--- src/rtl/pair_triple_window_collector_pkg.sv ---
// Shared types for the pair/triple window collector: window-fill FSM states.
package pair_triple_window_collector_pkg;

  typedef enum logic [1:0] {
    EMPTY = 2'd0,
    HAS1  = 2'd1,
    HAS2  = 2'd2,
    FULL  = 2'd3
  } state_e;

endpackage

--- src/rtl/pair_triple_maj3.sv ---
// Combinational 2-of-3 majority, port-compatible with the downstream pair/triple detector.
module pair_triple_maj3 (
  input  logic in0,
  input  logic in1,
  input  logic in2,
  output logic out
);

  assign out = (in0 & in1) | (in0 & in2) | (in1 & in2);

endmodule

--- src/rtl/pair_triple_window_collector.sv ---
// Collects a serial bit stream into 3-bit windows (val/rdy on both sides), reports the
// window majority and a saturating count of transferred windows whose majority is 1.
module pair_triple_window_collector
  import pair_triple_window_collector_pkg::*;
#(
  parameter int CNT_W = 8,
  parameter bit SLIDE = 1'b0
) (
  input  logic             clk,
  input  logic             rst_n,
  input  logic             in_val,
  output logic             in_rdy,
  input  logic             in_bit,
  input  logic             flush,
  output logic             out_val,
  input  logic             out_rdy,
  output logic             out_in0,
  output logic             out_in1,
  output logic             out_in2,
  output logic             out_maj,
  output logic [CNT_W-1:0] maj_count
);

  localparam logic [CNT_W-1:0] CNT_MAX = '1;

  state_e           state_q, state_d;
  logic [2:0]       win_q, win_d;   // bit 0 = oldest (in0), bit 2 = newest (in2)
  logic [CNT_W-1:0] cnt_q, cnt_d;
  logic             in_fire_s;
  logic             out_fire_s;

  assign out_val    = (state_q == FULL);
  assign in_rdy     = ~flush & ((state_q != FULL) | out_rdy);
  assign in_fire_s  = in_val & in_rdy;
  assign out_fire_s = out_val & out_rdy;
  assign out_in0    = win_q[0];
  assign out_in1    = win_q[1];
  assign out_in2    = win_q[2];
  assign maj_count  = cnt_q;

  pair_triple_maj3 u_maj3 (
    .in0 (win_q[0]),
    .in1 (win_q[1]),
    .in2 (win_q[2]),
    .out (out_maj)
  );

  // State, window and counter registers.
  always_ff @(posedge clk or negedge rst_n) begin
    if (!rst_n) begin
      state_q <= EMPTY;
      win_q   <= 3'b000;
      cnt_q   <= {CNT_W{1'b0}};
    end else begin
      state_q <= state_d;
      win_q   <= win_d;
      cnt_q   <= cnt_d;
    end
  end

  // Window fill/drain sequencing; flush overrides every handshake.
  always_comb begin
    state_d = state_q;
    win_d   = win_q;
    if (flush) begin
      state_d = EMPTY;
      win_d   = 3'b000;
    end else begin
      case (state_q)
        EMPTY: begin
          if (in_fire_s) begin
            win_d[0] = in_bit;
            state_d  = HAS1;
          end else begin
            state_d = EMPTY;
          end
        end
        HAS1: begin
          if (in_fire_s) begin
            win_d[1] = in_bit;
            state_d  = HAS2;
          end else begin
            state_d = HAS1;
          end
        end
        HAS2: begin
          if (in_fire_s) begin
            win_d[2] = in_bit;
            state_d  = FULL;
          end else begin
            state_d = HAS2;
          end
        end
        FULL: begin
          // In FULL, an input fire is only possible together with an output fire.
          if (out_fire_s) begin
            if (SLIDE) begin
              win_d[1:0] = win_q[2:1];
              if (in_fire_s) begin
                win_d[2] = in_bit;
                state_d  = FULL;
              end else begin
                state_d = HAS2;
              end
            end else begin
              if (in_fire_s) begin
                win_d[0] = in_bit;
                state_d  = HAS1;
              end else begin
                state_d = EMPTY;
              end
            end
          end else begin
            state_d = FULL;
          end
        end
        default: begin
          state_d = EMPTY;
          win_d   = 3'b000;
        end
      endcase
    end
  end

  // Saturating count of transferred majority-1 windows; flush does not clear it.
  always_comb begin
    if (out_fire_s && out_maj && (cnt_q != CNT_MAX)) begin
      cnt_d = cnt_q + {{(CNT_W-1){1'b0}}, 1'b1};
    end else begin
      cnt_d = cnt_q;
    end
  end

endmodule

--- config.mk ---
export PLATFORM = sky130hd
export DESIGN_NAME = pair_triple_window_collector
export DESIGN_NICKNAME = d
export VERILOG_FILES = /design/src/rtl/pair_triple_window_collector_pkg.sv /design/src/rtl/pair_triple_maj3.sv /design/src/rtl/pair_triple_window_collector.sv
export SDC_FILE = /design/constraint.sdc
export NUM_CORES = 1
export LEC_CHECK = 0
export ABC_AREA = 1
export CAP_MARGIN = 20
export CORE_ASPECT_RATIO = 1.2
export CORE_UTILIZATION = 45
export DETAILED_ROUTE_END_ITERATION = 8
export PLACE_DENSITY = 0.75
export SYNTH_ARGS = -nofsm -noshare
export SYNTH_HDL_FRONTEND = slang
export SYNTH_SLANG_ARGS = --single-unit
--- constraint.sdc ---
create_clock -name clk -period 1.6 [get_ports clk]
set_clock_uncertainty 0.15 [all_clocks]
set_input_delay 0.32 -clock clk [delete_from_list [all_inputs] [get_ports clk]]
set_output_delay 0.32 -clock clk [all_outputs]
set_load 0.02 [all_outputs]
==> results <==
- The run finished with clean final reports.
- For this design the ratio of total power to cell area is 549.2 mW/mm2.
- The share of the Yosys chip area taken by registers is 0.4194.
- The required arrival time at the worst endpoint is ~1100 ps.
- The maximum operating frequency is about 640 MHz.
- The mean instance size in the synthesized netlist is 7.318 um2.
- Among all cell types in the netlist, the one instantiated most often is nand2_1.
- After detailed placement, the total cell area comes to 0.001139 mm2.
- The routability congestion estimate is approximately 0.74.
- In the synthesized netlist, the cells that appear most often are nand2_1, inv_1, dfrtp_1.
- The die outline area is 0.001894 mm2.
- The tree is rooted in a clkbuf_4.
- For this run, the leading register cell type out of synthesis is dfrtp_1.
- The number of global-route vias before repair is between 700 and 800.
- The worst hold slack after final layout is between 150 and 200 ps.
- Data arrives at the worst endpoint at between 1000 and 1500 ps.
- Pin placement for this block handled 20 I/O pins.
- The number of storage elements in the synthesis netlist is 13.
- The detailed-placement wirelength estimate is roughly 1300 um.
- By area the synthesized netlist is led by dfrtp_1, nand2_1, inv_1, nand3_1, xnor2_1.
- In this run, the number of DRC markers left after iteration 0 of detailed routing was 10.
- The number of buffers created by CTS is 3.
- The later pin in the worst-skew pair is clocked with a latency of between 200 and 300 ps.
- The count of mapped cells out of synthesis is roughly 110.
- The number of flops mapped to enable cells by yosys is 0.
- The worst setup path is of the input port to primary output kind.
- Setup repair after global routing could not meet its margin everywhere.
- The number of buffers added to fix hold violations after cts is 0.
- The maximum net fanout on the critical path is 2.
- The path class of the tightest hold or removal check is input port to async pin.
- The final hold violation count was 0.
- The effective utilization at floorplan is 0.4784.
- The wire length of the first global-routing pass is 2822 um.
- TritonCTS built the clock tree.
- The finished layout holds between 150 and 200 standard cells, fillers aside.
- For this run, design rule violations remaining after detail routing come to 0.
- The share of the synthesized area in the top cell type is 0.4194.
- The core box area is 0.001622 mm2.
- The antenna violation net count after detailed routing is 0.
- The combined global-route utilization of all metal layers is 0.2246.
- The area growth from synthesis to layout is 50.97%.
- The initial antenna violation count is 0.
- The largest area contributor in the synthesized netlist is dfrtp_1.
- The pin count of the biggest net entering global routing is 14.
- The routed via count divided by cell count is between 5 and 6.
- The filler cells instantiated in the layout total 124.
- Headroom to the max-slew limit came out at 0.8629.
- The floorplan has 16 rows.
- The kind of capture point of the worst setup path is a primary output.
- The slew at the pin closest to its max-slew limit is about 200 ps.
- The aggregate routed wire length is ~2000 um.
- The final design area excluding fillers is between 0.001 and 0.0015 mm2.
- In this run the number of H-tree levels came out at 1.
- The number of sinks on the clock net is 13.
- The pre-antenna-repair detailed-routing pass consisted of 5 iterations.
- Counting distinct cell types in the post-synthesis netlist gives 18.
- Input and output buffers added on the ports amount to 19.
- The post-layout net count is 160.
- For this run, the number of Yosys warnings is 0.
- The die outline height is 47.48 um.
- When the netlist entered floorplanning its net count stood at approximately 110.
- The die is around 40 um wide.
- Dividing the final minimum period by the clock period gives 0.9790.
- The total power is between 0.6 and 0.7 mW.
- After clock tree synthesis, the clock-pin slew on the worst setup and hold paths is around 90 ps.
- The worst setup path is launched from an input port.
- The post-synthesis async set-or-reset flop share is 1.000.
- The final max-slew violation count was 0.
- The number of max-capacitance violations reported is 0.
- After global routing the overflow that remains totals 0.
- The post-synthesis instance area is approximately 780 um2.
- The cell total after placement is around 160.
- The final critical delay including setup and external delays is 1566 ps.
- Counting along the longest clock path gives a buffer depth of 2.
- The worst IR drop on VDD is roughly 0.30 mV.
- Of the cells placed in the final design, the portion with a size suffix greater than 1 is 0.2632.
- The repair_antennas step left the layout with diodes totalling 0.
- The total leakage power is 0.6741 nW.
- The average wire per cell in the routed design is approximately 11 um.
- The total of endpoints with negative setup slack in the final report is 0.
- The number of vias in the routed layout is approximately 860.
## report_power, final
part / internal, mW / switching, mW
sequential: 0.335 / 0.00464
clock: 0.0966 / 0.117
combinational: 0.0433 / 0.0465
## metal layers
metal  up-vias  global-route usage  wire, um
met5         -                   0         0
met4         0              0.1379        46
met3         8             0.02791        75
met2        32              0.3710      1012
met1       392              0.2735       820
li1        429                   -         -
## layout by cell type, fill, tap and decap left out, types with 3 or more instances in the layout
| cell type | count |
|---|---|
| nor2_1 | 5 |
| a21oi_1 | 3 |
| nand4_1 | 4 |
| buf_4 | 22 |
| clkdlybuf4s50_1 | 5 |
| o21ai_0 | 4 |
| nand3_1 | 6 |
| nand2_1 | 41 |
| clkbuf_4 | 3 |
| nand3_2 | 3 |
| xnor2_1 | 3 |
| dfrtp_1 | 13 |
| dlygate4sd2_1 | 9 |
| inv_1 | 13 |
## path summary, 6_finish.rpt
check / startpoint / endpoint / slack (ps) / cells past startpoint
hold / removal: rst_n / maj_count[6] / 190 / 2
setup / recovery: out_rdy / in_rdy / 30 / 4
max in group asynchronous: rst_n / state_q[1] / 940 / 2
min in group clk: maj_count[1] / maj_count[1] / 410 / 2
hold reg to reg: maj_count[1] / maj_count[1] / 410 / 2
setup reg to reg: maj_count[0] / maj_count[2] / 80 / 7
## kinds of logic after synthesis
kind of cell             Yosys count  synth area share
adder cells (fa/ha/maj)            1           0.01613
XOR/XNOR                           4           0.04517
AO/OA/AOI/OAI                      9           0.05806
AND/OR/NAND/NOR                   63            0.3774
flip-flops                        13            0.4194
buffers and inverters             16           0.08387
## flip-flops by register name, summed over array words and instances (netlist names)
register   cells
maj_count      8
win_q          3
state_q        2
## cell type report
class / instances / area, um2 / share of cell area
inverter: 16 / 65.06 / 0.05556
timing repair buffer: 41 / 330.3 / 0.2821
multi-input combinational: 78 / 401.6 / 0.3429
clock buffer: 4 / 26.28 / 0.02244
sequential: 13 / 325.3 / 0.2778
tap: 18 / 22.52 / 0.01923
## what timing repair did
item                                    4_1_cts  5_1_grt
resized for setup                            23        9
pin swaps                                     0        4
gates cloned                                  0        1
buffers inserted                              0        2
endpoints found under the setup margin       14       13
## through the flow
step / util / TNS [ps] / setup slack, ps
3_5_place_dp: 0.7022 / -1732 / -437.5
2_1_floorplan: - / 0 / 45.31
4_1_cts: 0.7006 / 0 / 3.658
3_3_place_gp: 0.7022 / -1329 / -419.2
5_1_grt: 0.7222 / -18.67 / -6.915
6_report: 0.7222 / 0 / 33.62
## critical path: stages
cell and delay [ps]:
clkdlybuf4s50_1 460, inv_1 60, a21oi_2 130, buf_6 130
Note: power is estimated with default switching activity, not from simulation.
